<file path="src/rtl/multicycle_ctrl_if.sv">
// Memory-port bundle between the multicycle controller and the shared
// instruction/data memory.
//   mem_req  : controller requests a memory access this cycle
//   mem_we   : access is a write (store)
//   mem_iord : address select, 0 = PC (instruction fetch), 1 = ALU result (data)
//   mem_ack  : memory completes the current request this cycle
// Modports: master = controller side, slave = memory side.
interface multicycle_ctrl_if;
    logic mem_req;
    logic mem_we;
    logic mem_iord;
    logic mem_ack;

    modport master (
        output mem_req,
        output mem_we,
        output mem_iord,
        input  mem_ack
    );

    modport slave (
        input  mem_req,
        input  mem_we,
        input  mem_iord,
        output mem_ack
    );
endinterface

</file>
<file path="src/rtl/multicycle_ctrl.sv">
// Sequencing FSM for the multicycle DLX datapath. It walks each instruction
// through FETCH / DECODE / EXEC / MEM / WB (or MULW for multiplies), emits
// the per-cycle datapath enables and counts retired instructions.
// Ports:
//   clk, rst            : clock, asynchronous active-high reset
//   mem                 : memory port (mem_req/mem_we/mem_iord out, mem_ack in)
//   dec_*               : decoded instruction flags from the current IR
//   br_taken            : branch condition, meaningful in EXEC
//   ir_wr, pc_wr        : IR / PC load enables
//   pc_src              : 00 PC+4, 01 branch target, 10 jump target, 11 register
//   reg_wr              : register-file write enable
//   mult_busy           : multiplier occupied
//   state               : current FSM state (debug)
//   retired             : retired-instruction count, wraps modulo 2^CNT_W
module multicycle_ctrl #(
    parameter int MULT_CYCLES = 4,
    parameter int CNT_W       = 32
) (
    input  logic                 clk,
    input  logic                 rst,
    multicycle_ctrl_if.master    mem,
    input  logic                 dec_memRd,
    input  logic                 dec_memWr,
    input  logic                 dec_regWr,
    input  logic                 dec_branch,
    input  logic                 br_taken,
    input  logic                 dec_jump,
    input  logic                 dec_jr,
    input  logic                 dec_link,
    input  logic                 dec_mult,
    output logic                 ir_wr,
    output logic                 pc_wr,
    output logic [1:0]           pc_src,
    output logic                 reg_wr,
    output logic                 mult_busy,
    output logic [2:0]           state,
    output logic [CNT_W-1:0]     retired
);

    localparam logic [2:0] S_FETCH  = 3'd0;
    localparam logic [2:0] S_DECODE = 3'd1;
    localparam logic [2:0] S_EXEC   = 3'd2;
    localparam logic [2:0] S_MEM    = 3'd3;
    localparam logic [2:0] S_WB     = 3'd4;
    localparam logic [2:0] S_MULW   = 3'd5;

    // Counter holds the remaining MULW cycles after the current one.
    localparam logic [7:0] MULT_LOAD = 8'(MULT_CYCLES - 1);

    logic [2:0]       state_reg, state_next;
    logic [7:0]       mult_cnt_reg, mult_cnt_next;
    logic [CNT_W-1:0] retired_reg;
    logic             retire_evt;

    // State register and multiply counter.
    always_ff @(posedge clk or posedge rst) begin
        if (rst) begin
            state_reg    <= S_FETCH;
            mult_cnt_reg <= 8'd0;
        end else begin
            state_reg    <= state_next;
            mult_cnt_reg <= mult_cnt_next;
        end
    end

    // Next-state logic.
    always_comb begin
        state_next    = state_reg;
        mult_cnt_next = mult_cnt_reg;
        case (state_reg)
            S_FETCH: begin
                if (mem.mem_ack) state_next = S_DECODE;
            end
            S_DECODE: begin
                if (dec_mult) begin
                    state_next    = S_MULW;
                    mult_cnt_next = MULT_LOAD;
                end else begin
                    state_next = S_EXEC;
                end
            end
            S_EXEC: begin
                if (dec_branch)                   state_next = S_FETCH;
                else if (dec_jump)                state_next = dec_link ? S_WB : S_FETCH;
                else if (dec_memRd || dec_memWr)  state_next = S_MEM;
                else if (dec_regWr)               state_next = S_WB;
                else                              state_next = S_FETCH;
            end
            S_MEM: begin
                // Loads need a write-back cycle; stores retire on the ack.
                if (mem.mem_ack) state_next = dec_memRd ? S_WB : S_FETCH;
            end
            S_WB: begin
                state_next = S_FETCH;
            end
            S_MULW: begin
                if (mult_cnt_reg == 8'd0) state_next = S_WB;
                else                      mult_cnt_next = mult_cnt_reg - 8'd1;
            end
            default: begin
                // Unused encodings recover to FETCH.
                state_next = S_FETCH;
            end
        endcase
    end

    // An instruction retires when it hands control back to FETCH.
    assign retire_evt = (state_next == S_FETCH) &&
                        ((state_reg == S_EXEC) || (state_reg == S_MEM) || (state_reg == S_WB));

    always_ff @(posedge clk or posedge rst) begin
        if (rst) retired_reg <= '0;
        else if (retire_evt) retired_reg <= retired_reg + CNT_W'(1);
    end

    // Output logic. Everything is forced low while reset is held so that an
    // outstanding memory request is withdrawn in the same cycle.
    always_comb begin
        mem.mem_req  = 1'b0;
        mem.mem_we   = 1'b0;
        mem.mem_iord = 1'b0;
        ir_wr        = 1'b0;
        pc_wr        = 1'b0;
        pc_src       = 2'b00;
        reg_wr       = 1'b0;
        mult_busy    = 1'b0;
        case (state_reg)
            S_FETCH: begin
                mem.mem_req = 1'b1;
                if (mem.mem_ack) begin
                    ir_wr = 1'b1;
                    pc_wr = 1'b1;
                end
            end
            S_EXEC: begin
                if (dec_branch) begin
                    pc_wr  = br_taken;
                    pc_src = 2'b01;
                end else if (dec_jump) begin
                    pc_wr  = 1'b1;
                    pc_src = dec_jr ? 2'b11 : 2'b10;
                end
            end
            S_MEM: begin
                mem.mem_req  = 1'b1;
                mem.mem_iord = 1'b1;
                mem.mem_we   = dec_memWr;
            end
            S_WB: begin
                reg_wr = 1'b1;
            end
            S_MULW: begin
                mult_busy = 1'b1;
            end
            default: ;
        endcase
        if (rst) begin
            mem.mem_req  = 1'b0;
            mem.mem_we   = 1'b0;
            mem.mem_iord = 1'b0;
            ir_wr        = 1'b0;
            pc_wr        = 1'b0;
            pc_src       = 2'b00;
            reg_wr       = 1'b0;
            mult_busy    = 1'b0;
        end
    end

    assign state   = state_reg;
    assign retired = retired_reg;

endmodule

</file>
<file path="src/flat_wrapper.sv">
// flat-port wrapper written by rule: the top's interface ports become plain ports
module multicycle_ctrl_flat 
#(
    parameter int MULT_CYCLES = 4,
    parameter int CNT_W       = 32
)
  (clk, rst, dec_memRd, dec_memWr, dec_regWr, dec_branch, br_taken, dec_jump, dec_jr, dec_link, dec_mult, ir_wr, pc_wr, pc_src, reg_wr, mult_busy, state, retired, mem_mem_req, mem_mem_we, mem_mem_iord, mem_mem_ack);
  multicycle_ctrl_if mem_i ();
  input  logic clk;
  input  logic rst;
  input  logic dec_memRd;
  input  logic dec_memWr;
  input  logic dec_regWr;
  input  logic dec_branch;
  input  logic br_taken;
  input  logic dec_jump;
  input  logic dec_jr;
  input  logic dec_link;
  input  logic dec_mult;
  output logic ir_wr;
  output logic pc_wr;
  output logic [1:0] pc_src;
  output logic reg_wr;
  output logic mult_busy;
  output logic [2:0] state;
  output logic [CNT_W-1:0] retired;
  output wire logic [$bits(mem_i.mem_req)-1:0] mem_mem_req;
  output wire logic [$bits(mem_i.mem_we)-1:0] mem_mem_we;
  output wire logic [$bits(mem_i.mem_iord)-1:0] mem_mem_iord;
  input wire logic [$bits(mem_i.mem_ack)-1:0] mem_mem_ack;
  assign mem_mem_req = mem_i.mem_req;
  assign mem_mem_we = mem_i.mem_we;
  assign mem_mem_iord = mem_i.mem_iord;
  assign mem_i.mem_ack = mem_mem_ack;
  multicycle_ctrl #(.MULT_CYCLES(MULT_CYCLES), .CNT_W(CNT_W)) u_core (.clk(clk), .rst(rst), .mem(mem_i), .dec_memRd(dec_memRd), .dec_memWr(dec_memWr), .dec_regWr(dec_regWr), .dec_branch(dec_branch), .br_taken(br_taken), .dec_jump(dec_jump), .dec_jr(dec_jr), .dec_link(dec_link), .dec_mult(dec_mult), .ir_wr(ir_wr), .pc_wr(pc_wr), .pc_src(pc_src), .reg_wr(reg_wr), .mult_busy(mult_busy), .state(state), .retired(retired));
endmodule
</file>
<file path="config.mk">
export PLATFORM = sky130hd
export DESIGN_NAME = multicycle_ctrl_flat
export DESIGN_NICKNAME = d
export VERILOG_FILES = /design/src/rtl/multicycle_ctrl_if.sv /design/src/rtl/multicycle_ctrl.sv /design/src/flat_wrapper.sv
export SDC_FILE = /design/constraint.sdc
export NUM_CORES = 1
export LEC_CHECK = 0
export ABC_AREA = 0
export CAP_MARGIN = 10
export CORE_ASPECT_RATIO = 1.2
export CORE_MARGIN = 3
export CORE_UTILIZATION = 49
export CTS_CLUSTER_SIZE = 24
export DETAILED_ROUTE_END_ITERATION = 10
export PLACE_DENSITY = 0.8
export RECOVER_POWER = 100
export SETUP_SLACK_MARGIN = 0.1
export SYNTH_ARGS = -nofsm -noshare
export SYNTH_HDL_FRONTEND = slang
export SYNTH_SLANG_ARGS = --single-unit
export TNS_END_PERCENT = 30
</file>
<file path="constraint.sdc">
create_clock -name clk -period 2.15 [get_ports clk]
set_input_delay 0.3225 -clock clk [delete_from_list [all_inputs] [get_ports clk]]
set_output_delay 0.3225 -clock clk [all_outputs]
set_load 0.05 [all_outputs]
</file>
* Word level (Yosys, flattened, before mapping)
Index checks and enable logic that the tools add are counted.
Storage, ports and cells: input bits 12, bits in registers 43, output and inout bits 44
Operators by class: reductions and logical operators 10, equal/unequal tests 7, add/subtract/negate cells 2, muxes and demuxes 36
Operators by type and width (number):
- adder 32 x 1 -> 32 bit, second input constant | 1
- 2-to-1 mux 3 bit | 10
- 2-to-1 mux 1 bit | 17
- 2-to-1 mux 8 bit | 2
- one-hot mux 8 bit (2 select lines) | 1
- one-hot mux 3 bit (5 select lines) | 1
- zero test 8 bit | 1
- 2-to-1 mux 2 bit | 4
- subtractor 8 x 1 -> 8 bit, second input constant | 1
- == test 3 x 2 -> 1 bit, second input constant | 2
- == test 3 bit, second input constant | 2
- zero test 3 bit | 2
- != test 2 bit, second input constant | 2
- == test 3 x 1 -> 1 bit, second input constant | 1
- logical OR 1 bit | 3
- AND reduction 3 bit | 1
- one-hot mux 1 bit (2 select lines) | 1
- nonzero test 2 bit | 1
- OR reduction 2 bit | 1
- logical AND 1 bit | 1

* Longest topological paths before layout
Gate-level depths: netlist (run 1).
word-level depth 7, depth in mapped cells 7

* Least setup slack after synthesis (run 1)
Ideal clock, no wire load.
path kind register to output, start register u_core.state_reg[0], in the netlist u_core.state[0], end output port mem_mem_we, setup slack -0.936 ns, cell stages (with the launch flop) 4, buffers on the path 1, data required time 1.827 ns, data arrival time 2.763 ns, cells stage by stage dfrtp_1 > clkbuf_1 > nor3b_1 > and2_2
On the way: cells in the longest elaborated chain, start to end 3
RTL lines:
- start, declared | RTL line multicycle_ctrl.sv:50 | logic [2:0] state_reg, state_next;
- start signal, assigned | RTL line multicycle_ctrl.sv:61 | state_reg <= state_next;
- == test 3 x 2 -> 1 bit | RTL line multicycle_ctrl.sv:127 | case (state_reg)
- 2-to-1 mux 1 bit | RTL line multicycle_ctrl.sv:127
- 2-to-1 mux 1 bit | RTL line multicycle_ctrl.sv:157 | if (rst) begin
- end, declared | RTL line flat_wrapper.sv:28 | output wire logic [$bits(mem_i.mem_we)-1:0] mem_mem_we;
Every way passes these cells.

* Worst setup path in the final report (run 1)
start register u_core.state_reg[0], in the netlist u_core.state[0], end output port pc_wr
On the way: cells in the longest elaborated chain, start to end 3
RTL lines:
- == test 3 x 2 -> 1 bit or zero test 3 bit (tied branches) | RTL line multicycle_ctrl.sv:127
- one-hot mux 1 bit (2 select lines) (*) | RTL line multicycle_ctrl.sv:127
- 2-to-1 mux 1 bit (*) | RTL line multicycle_ctrl.sv:157
- end, declared | RTL line flat_wrapper.sv:21 | output logic pc_wr;
Mark *: on every way between the ends. The rest lies on a longest branch, timed or not.

==> results.cfg, run 1 <==
[setup_path]
worstSetupPathType = flip-flop to output port
worst_setup_path_start_kind = flip-flop
critical_path.reg2reg.startpoint = u_core.retired[3]
cp.buffers_inverters = 1
crit_path_end = pc_wr
number_of_cells_on_the_critical_path = 3
capturing_point_of_the_worst_reg2reg_path = u_core.retired[31]
timing.critical_path.required_ns = 1.83
cp-startpoint = u_core.state[0]
worstPathMaxFanout = 10
critical_path.cell_chain = or3_4 > a311oi_4 > buf_12
critical-path-slowest-cell = sky130_fd_sc_hd__dfrtp_4
worst-endpoint-arrival_ns = 1.69
regToRegSetupSlack_ns = 0.15
reg2regPathDepth = 5
critical_path.top_delay_family = flip-flops
setup.worst_path.end_class = output port
slowest_delay_ns = 0.54

[floorplan]
std_cell_rows = 26
core_sq_um = 4327
dieHeight_um = 79.85
die_w_um = 67.55
fp.dieArea_sq_um = 5393
ioPinCount = 56
initial_core_util_pct = 51.47

[cts]
h-tree-depth = 2
postCtsHoldBufs = 0
cts_tree = done
clock_sink_count = 43
num_cts_buffers = 5
clockBufferDepth = 2
insertion_delay_ns = 0.29
clk_transition_reported_paths_ns = 0.08
clk_root_buffer_cell = sky130_fd_sc_hd__clkbuf_8

[routing]
route.detailed.drc = 0
firstDrtPassIters = 4
route.antenna.remaining_nets = 0
vias_per_cell = 5.516
maxUsedRoutingLayer = met4
detailroute.via_count = 2052
drt_first_iter_violations = 163
wl_met1_um = 2372
dr_wl_met2_um = 3153
wl_per_cell_um = 15.75
wl_met3_um = 223
detail_route.wirelength_um = 5858

[grt]
grt_antenna_before_repair = 0
first_pass_grt_wire_length_um = 9377
number_of_global_route_vias_before_repair = 2066
grt_overflow = 0
grt_usage_pct = 22.46
grt_max_degree = 44

[synth]
synth_ff_type = sky130_fd_sc_hd__dfrtp_1
synth_area_leaders = sky130_fd_sc_hd__dfrtp_1 (48%), sky130_fd_sc_hd__xor2_1 (9.0%), sky130_fd_sc_hd__xnor2_1 (5.5%)
ys_warn_count = 0
synth.ff_latch_count = 43
synth_mux_area_share_pct = 0.5056
yosys.area.top_type = sky130_fd_sc_hd__dfrtp_1
synth-compound-area-share_pct = 7.865
yosys.area_share.adder_pct = 1.124
synth_area_sq_um = 2227
synthDistinctLibCells = 38
yosysTopAreaCellShare_pct = 48.31
post_synth_and_or_nand_nor_area_fraction_pct = 25.39
synth-seq-area-share_pct = 48.31
ys_async_sr_fraction_pct = 100.0
main_combinational_cell_family_by_area_after_synthesis = simple AND/OR/NAND/NOR gates
synth_nets = 239
synth_xor_xnor_area_share_pct = 14.55
postSynthAreaPerCell_sq_um = 9.898
synth_cells = 225
number_of_enable_flip_flop_cells_after_synthesis = 0

[timing]
layout_worst_path_cycle_share_pct = 93.73
drv_slew = 0
grt_setup_unrepaired = yes
fin_skew_ns = 0.008838
setup_viol = 0
slew_headroom_pct = 31.33
timing_worst_slew_pin_value_ns = 1.030
report.final.hold_viol_count = 0
fin_worst_hold_slack_ns = 0.4804
max_freq_mhz = 496.3
final_critical_path_setup_slack_ns = 0.1349
fin_crit_ns = 2.015

[cells_and_area]
nFillCells = 287
syn_to_final_growth_pct = 51.74
stdcell_count = 372
design.final.nets = 329
n_antenna_cell = 0
share_of_post_route_cells_with_drive_strength_above_1_pct = 21.52
stdcell_area_sq_um = 3379
largest_reg_flops = 32

[job]
timing.max_cap.violations = 0

[place]
detailedPlacementHpwl_um = 3886
finalWeightedCongestion = 0.8359
postPlaceCellArea_sq_um = 3161
pre_cts_slack_ns = -0.2730
place.port_buffers = 55
placed_cells_incl_taps = 353

[worst_hold_path]
hold-path-cell-count = 1
min-delay-path-class = flip-flop to flip-flop

[power_and_ir_drop]
pwr-share-comb_pct = 48.9
worst_supply_voltage_drop_on_vdd_uv = 603.0
p_leak_nw = 1.518
power_density_nw_per_um2 = 1004
power.share.sequential_pct = 32.0
clkPwrFrac_pct = 19.1
power_mw = 3.392
p_sw_share_pct = 41.42
cellInternalPower_mw = 1.987
p_switching_mw = 1.405

[outcome]
outcome = finished, final reports clean
-- what timing repair did --
| item | in CTS | in global routing |
|---|---|---|
| pin swaps | 3 | 3 |
| setup buffers | 0 | 11 |
| endpoints found under the setup margin | 29 | 23 |
| gates resized for setup | 11 | 7 |
-- area by class of cell --
cell class | count | area [sq um] | share of cell area (%)
Tap cell | 56 | 70.07 | 2.073
Timing Repair Buffer | 86 | 857.1 | 25.36
Sequential cell | 43 | 1082 | 32.03
Clock buffer | 6 | 82.58 | 2.444
Multi-Input combinational cell | 169 | 1215 | 35.95
Clock inverter | 2 | 35.03 | 1.037
Inverter | 10 | 37.54 | 1.111
-- metrics by stage --
step	setup TNS [ns]	util, %
after global routing	0	78.11
after global placement	-6.432	73.05
final	0	78.11
after floorplan	-0.2866	-
after CTS	0	76.89
after detailed placement	-6.722	73.05
-- worst min-delay path by stage --
stage                           startpoint                endpoint  slack (ns)
CTS                     u_core.retired[31]      u_core.retired[31]        0.49
finish                  u_core.retired[31]      u_core.retired[31]        0.48
detailed placement      u_core.retired[31]      u_core.retired[31]        0.47
global route            u_core.retired[29]      u_core.retired[29]        0.52
floorplan           u_core.mult_cnt_reg[0]  u_core.mult_cnt_reg[0]        0.47
global placement        u_core.retired[31]      u_core.retired[31]        0.46
-- power groups by stage --
stage | Clock, mW | Sequential, mW | Combinational, mW
2_1_floorplan | 0 | 1.33 | 0.720
3_3_place_gp | 0 | 1.13 | 1.43
3_5_place_dp | 0 | 1.13 | 1.47
4_1_cts | 0.655 | 1.12 | 1.52
5_1_grt | 0.688 | 1.10 | 1.77
6_report | 0.649 | 1.08 | 1.66
-- Yosys cell counts (all sizes together) (2+ instances only) --
cell,instances
dfrtp,43
nor2,23
xor2,23
nand2,18
nor3,17
nand3,15
xnor2,14
inv,10
nor4,10
nand4,6
nand2b,5
a21oi,4
nor3b,4
and2,3
clkbuf,2
ha,2
nand3b,2
o2111ai,2
o21ai,2
o31ai,2
or3,2
or4b,2
-- metal layers --
metal / up-vias / GRT usage [%]
li1: 980 / -
met1: 1010 / 26.34
met2: 51 / 40.41
met3: 11 / 4.085
met4: 0 / 6.897
met5: - / 0
-- cell usage in the layout (no fill, tap or decap), types with 2 or more instances in the layout --
master,count
sky130_fd_sc_hd__dfrtp_1,40
sky130_fd_sc_hd__dlygate4sd3_1,29
sky130_fd_sc_hd__buf_4,27
sky130_fd_sc_hd__nor2_1,23
sky130_fd_sc_hd__xor2_1,23
sky130_fd_sc_hd__nand2_1,18
sky130_fd_sc_hd__nor3_1,16
sky130_fd_sc_hd__nand3_1,15
sky130_fd_sc_hd__xnor2_1,14
sky130_fd_sc_hd__clkdlybuf4s50_1,13
sky130_fd_sc_hd__inv_1,10
sky130_fd_sc_hd__buf_12,9
sky130_fd_sc_hd__nand4_1,6
sky130_fd_sc_hd__clkbuf_8,6
sky130_fd_sc_hd__nor4_1,5
sky130_fd_sc_hd__a21oi_1,4
sky130_fd_sc_hd__nand2b_1,4
sky130_fd_sc_hd__dlygate4sd2_1,4
sky130_fd_sc_hd__nor3b_1,3
sky130_fd_sc_hd__nor4_2,3
sky130_fd_sc_hd__or4b_1,2
sky130_fd_sc_hd__nand3b_1,2
sky130_fd_sc_hd__o21ai_0,2
sky130_fd_sc_hd__o31ai_1,2
sky130_fd_sc_hd__and2_4,2
sky130_fd_sc_hd__nor4_4,2
sky130_fd_sc_hd__ha_1,2
sky130_fd_sc_hd__clkbuf_2,2
sky130_fd_sc_hd__dfrtp_2,2
-- cell families after synthesis --
| logic type | count (synthesis) |
|---|---|
| adders and majority gates | 2 |
| buffers and inverters | 13 |
| and+or+nand+nor | 109 |
| DFF | 43 |
| xor gates and xnor gates | 37 |
| AOI/OAI and AO/OA | 20 |
| muxes | 1 |
-- worst reg2reg max path, cell delays in order, from the launching register on --
cell and delay, ns:
sky130_fd_sc_hd__dfrtp_1 0.44, sky130_fd_sc_hd__nand4_1 0.27, sky130_fd_sc_hd__nor4_2 0.37, sky130_fd_sc_hd__o2111ai_2 0.33, sky130_fd_sc_hd__nor3_1 0.33, sky130_fd_sc_hd__xor2_1 0.16
No activity file was read; power rests on OpenSTA's default activity.
==> inputs of run 2 (changes only) <==
--- a/config.mk
+++ b/config.mk
@@ -7,7 +7,6 @@
 export LEC_CHECK = 0
 export ABC_AREA = 0
 export CAP_MARGIN = 10
-export CORE_ASPECT_RATIO = 1.2
 export CORE_MARGIN = 3
 export CORE_UTILIZATION = 49
 export CTS_CLUSTER_SIZE = 24
==> results.cfg, run 2 (synthesis results as in run 1) <==
[outcome]
outcome = finished, final reports clean

[cts]
h-tree-depth = 2
clock_sink_count = 43
clk_transition_reported_paths_ns = 0.09
num_cts_buffers = 5
clk_root_buffer_cell = sky130_fd_sc_hd__clkbuf_8
cts_tree = done
clockBufferDepth = 2
insertion_delay_ns = 0.30

[worst_hold_path]
launch_point_of_the_worst_hold_path = u_core.retired[31]
min-delay-path-class = flip-flop to flip-flop
worstHoldEndpoint = u_core.retired[31]
hold-path-cell-count = 1

[setup_path]
worstSetupPathType = flip-flop to output port
critical-path-slowest-cell = sky130_fd_sc_hd__dfrtp_2
capturing_point_of_the_worst_reg2reg_path = u_core.mult_cnt_reg[4]
worst-endpoint-arrival_ns = 1.73
timing.critical_path.required_ns = 1.83
setup.worst_path.end_class = output port
critical_path.cell_chain = nand2b_1 > buf_4 > nor3b_4 > and2_4 > buf_12
worstPathMaxFanout = 4
worst_setup_path_start_kind = flip-flop
critical_path.reg2reg.startpoint = u_core.mult_cnt_reg[2]
reg2regPathDepth = 5
critical_path.top_delay_family = simple AND/OR/NAND/NOR gates
cp.buffers_inverters = 2
slowest_delay_ns = 0.45
regToRegSetupSlack_ns = 0.13

[timing]
fin_skew_ns = 0.007349
timing_worst_slew_pin_value_ns = 1.044
slew_headroom_pct = 30.38
fin_crit_ns = 2.051
report.final.hold_viol_count = 0
setup_viol = 0
max_freq_mhz = 487.7
grt_setup_unrepaired = yes
drv_slew = 0
fin_worst_hold_slack_ns = 0.4744
layout_worst_path_cycle_share_pct = 95.38

[cells_and_area]
design.final.nets = 321
layout_commonest_cell = sky130_fd_sc_hd__dfrtp_1
most-common-layout-cells = sky130_fd_sc_hd__dfrtp_1 (40), sky130_fd_sc_hd__clkdlybuf4s50_1 (25), sky130_fd_sc_hd__nor2_1 (23)
largest_reg_flops = 32
nFillCells = 247
syn_to_final_growth_pct = 51.69
share_of_post_route_cells_with_drive_strength_above_1_pct = 21.75
n_antenna_cell = 0
layout.core_utilization_pct = 80.41

[floorplan]
core_sq_um = 4202
initial_core_util_pct = 53.01
std_cell_rows = 23
fp.dieArea_sq_um = 5390
ioPinCount = 56
die_w_um = 73.42
dieHeight_um = 73.42

[place]
place.port_buffers = 55
detailedPlacementHpwl_um = 3952
finalWeightedCongestion = 0.8175

[grt]
grt_overflow = 0
grt_antenna_before_repair = 0
grt_usage_pct = 23.41
grt_max_degree = 44
grtUsageMet2_pct = 40.81
grt_busiest_layer = met2
groute.layer.met3.usage_pct = 4.788
first_pass_grt_wire_length_um = 9791
groute.layer.met1.usage_pct = 28.91
number_of_global_route_vias_before_repair = 2124

[job]
timing.max_cap.violations = 0

[routing]
firstDrtPassIters = 4
route.detailed.drc = 0
detailroute.via_count = 2016
route.antenna.remaining_nets = 0
wl_per_cell_um = 16.30
vias_per_cell = 5.631
detail_route.wirelength_um = 5836
drt_first_iter_violations = 114

[power_and_ir_drop]
worst_supply_voltage_drop_on_vdd_uv = 936.2
p_leak_nw = 1.460
power_density_nw_per_um2 = 994.0
[run 2: worst max-delay path by stage]
stage | start | end | slack, ns | cells past startpoint
finish | u_core.state[2] | mem_mem_we | 0.1 | 5
global placement | dec_memWr | u_core.retired[20] | -0.28 | 6
global route | u_core.state[2] | u_core.retired[10] | -0.03 | 6
floorplan | u_core.state[2] | mem_mem_we | -0.1 | 4
CTS | u_core.state[0] | pc_wr | 0.10 | 3
detailed placement | dec_memWr | u_core.retired[20] | -0.32 | 6
[run 2: cell type report]
type / instances / area (sq um) / share of cell area (%)
Clock inverter: 3 / 43.79 / 1.296
Inverter: 10 / 37.54 / 1.111
Clock buffer: 5 / 68.82 / 2.037
Tap cell: 50 / 62.56 / 1.852
Sequential cell: 43 / 1082 / 32.04
Timing Repair Buffer: 78 / 802.0 / 23.74
Multi-Input combinational cell: 169 / 1281 / 37.93
[run 2: report_power, final]
group          switching, mW  leakage (nW)  internal (mW)
Combinational          0.965         0.861          0.666
Sequential             0.165         0.540          0.933
Clock                  0.283        0.0581          0.346
Total                   1.41          1.46           1.95
[run 2: timing repair]
item                                   4_1_cts  5_1_grt
hold buffers                                 0        0
buffers inserted                             5        2
resized for setup                           13        8
endpoints found under the hold margin        0        0
pin swaps                                    3        0
setup endpoints to repair                   28       23
[run 2: worst register-to-register path, cell delays in order, from the launching register on]
cell	delay [ns]
sky130_fd_sc_hd__dfrtp_1	0.43
sky130_fd_sc_hd__or4_1	0.62
sky130_fd_sc_hd__o311ai_1	0.50
sky130_fd_sc_hd__nor3_1	0.13
sky130_fd_sc_hd__xnor2_1	0.18
sky130_fd_sc_hd__nor2_1	0.06
[run 2: layer usage]
layer  wire length, um  part of all wire (%)
met1              2421                    41
met2              3073                    53
met3               269                   4.6
met4                72                   1.2
met5                 0                     0
[run 2: stage by stage]
step	worst slack (ns)	power [mW]	cell area (sq um)	instances	TNS [ns]
after floorplan	-0.09587	2.050	2322	225	-0.2866
final	0.09944	3.358	3378	358	0
after detailed placement	-0.3204	2.590	3123	343	-7.365
after global placement	-0.2794	2.547	3123	343	-6.725
after global routing	-0.03446	3.538	3378	358	-0.1250
after CTS	0.1036	3.333	3328	356	0
==> inputs of run 3 (changes only) <==
--- a/config.mk
+++ b/config.mk
@@ -7,13 +7,14 @@
 export LEC_CHECK = 0
 export ABC_AREA = 0
 export CAP_MARGIN = 10
-export CORE_MARGIN = 3
+export CORE_MARGIN = 8
 export CORE_UTILIZATION = 49
 export CTS_CLUSTER_SIZE = 24
 export DETAILED_ROUTE_END_ITERATION = 10
 export PLACE_DENSITY = 0.8
 export RECOVER_POWER = 100
 export SETUP_SLACK_MARGIN = 0.1
+export SLEW_MARGIN = 20
 export SYNTH_ARGS = -nofsm -noshare
 export SYNTH_HDL_FRONTEND = slang
 export SYNTH_SLANG_ARGS = --single-unit
==> results.cfg, run 3 (synthesis results as in run 1) <==
[floorplan]
std_cell_rows = 24
fp.dieArea_sq_um = 6958
core_sq_um = 4354
dieHeight_um = 83.42
initial_core_util_pct = 51.15
ioPinCount = 56
die_w_um = 83.42

[cells_and_area]
layout.core_utilization_pct = 75.06
share_of_post_route_cells_with_drive_strength_above_1_pct = 18.45
syn_to_final_growth_pct = 46.74
largest_reg_flops = 32
layout_commonest_cell = sky130_fd_sc_hd__dfrtp_1
most-common-layout-cells = sky130_fd_sc_hd__dfrtp_1 (40), sky130_fd_sc_hd__dlygate4sd3_1 (35), sky130_fd_sc_hd__nor2_1 (23), sky130_fd_sc_hd__xor2_1 (23), sky130_fd_sc_hd__buf_4 (20)
n_antenna_cell = 0
stdcell_area_sq_um = 3268
design.final.nets = 322

[cts]
clock_sink_count = 43
h-tree-depth = 2
insertion_delay_ns = 0.30
clk_root_buffer_cell = sky130_fd_sc_hd__clkbuf_8
clk_transition_reported_paths_ns = 0.08
clockBufferDepth = 2
num_cts_buffers = 5
cts_tree = done

[setup_path]
worst-endpoint-arrival_ns = 1.73
slowest_delay_ns = 0.45
worstPathMaxFanout = 8
regToRegSetupSlack_ns = 0.16
timing.critical_path.required_ns = 1.83
critical_path.cell_chain = or3_1 > nor3_1 > buf_12
critical-path-slowest-cell = sky130_fd_sc_hd__dfrtp_2
worstSetupPathType = flip-flop to output port
setup.worst_path.end_class = output port
worst_setup_path_start_kind = flip-flop

[routing]
route.antenna.remaining_nets = 0
wl_per_cell_um = 15.66
route.detailed.drc = 0
detailroute.via_count = 2004
detail_route.wirelength_um = 5653
vias_per_cell = 5.551
firstDrtPassIters = 4
drt_first_iter_violations = 75

[timing]
setup_viol = 0
drv_slew = 0
report.final.hold_viol_count = 0
layout_worst_path_cycle_share_pct = 95.61
fin_skew_ns = 0.008655
max_freq_mhz = 486.5
fin_worst_hold_slack_ns = 0.4903
timing_worst_slew_pin_value_ns = 1.023
fin_crit_ns = 2.056
slew_headroom_pct = 31.82
final_critical_path_setup_slack_ns = 0.09446
grt_setup_unrepaired = yes

[grt]
number_of_global_route_vias_before_repair = 2083
grt_antenna_before_repair = 0
grtUsageMet2_pct = 28.85
grt_overflow = 0
groute.layer.met3.usage_pct = 4.590
grt_max_degree = 44
grt_busiest_layer = met2
grt_usage_pct = 16.57
groute.layer.met1.usage_pct = 19.24
first_pass_grt_wire_length_um = 9673

[place]
place.port_buffers = 55
finalWeightedCongestion = 0.7595
postPlaceCellArea_sq_um = 3163
detailedPlacementHpwl_um = 4192
pre_cts_slack_ns = -0.3036

[power_and_ir_drop]
power_density_nw_per_um2 = 964.3
worst_supply_voltage_drop_on_vdd_uv = 793.5
p_leak_nw = 1.450

[worst_hold_path]
min-delay-path-class = flip-flop to flip-flop

[job]
timing.max_cap.violations = 0

[outcome]
outcome = finished, final reports clean
run 3: worst paths after layout:
kind | cells after the start | to | from
max reg2reg | 6 | u_core.retired[10] | u_core.state[1]
min in group asynchronous | 4 | u_core.state[0] | rst
min | 1 | u_core.retired[25] | u_core.retired[25]
min reg2reg | 1 | u_core.retired[25] | u_core.retired[25]
max in group asynchronous | 4 | u_core.state[2] | rst
max | 3 | ir_wr | u_core.state[2]
run 3: per-layer routing:
layer  part of all wire [%]  vias to the layer above  routed length [um]
li1                       -                      963                   -
met1                     44                      985                2484
met2                     51                       50                2871
met3                    4.1                        6                 230
met4                    1.2                        0                  67
met5                      0                        -                   0
run 3: stage by stage:
step                power [mW]  TNS [ns]  std cells
floorplan                2.050   -0.2866        225
global placement         2.589    -6.696        350
detailed placement       2.635    -7.298        350
CTS                      3.202         0        359
global route             3.323         0        361
finish                   3.151         0        361
run 3: what timing repair did:
action,CTS,global route
setup buffers,1,2
cloned,0,0
setup endpoints to repair,21,17
hold buffers,0,0
pin swaps,4,0
resized for setup,10,4
run 3: power breakdown:
part | switching [mW] | leakage (nW) | total, mW | internal, mW
Combinational | 0.931 | 0.869 | 1.57 | 0.641
Clock | 0.279 | 0.0412 | 0.506 | 0.227
Sequential | 0.144 | 0.540 | 1.07 | 0.928
run 3: layout make-up:
class / instances / area (sq um)
Multi-Input combinational cell: 169 / 1179
Tap cell: 52 / 65.06
Fill cell: 302 / 1086
Clock inverter: 2 / 12.51
Inverter: 10 / 37.54
Timing Repair Buffer: 79 / 822.0
Sequential cell: 43 / 1080
Clock buffer: 6 / 72.57
run 3: critical path: cells and delay by family (launching register included):
family | cells | cell delay (ns)
buffers and inverters | 1 | 0.19
DFF | 1 | 0.45
and+or+nand+nor | 2 | 0.78
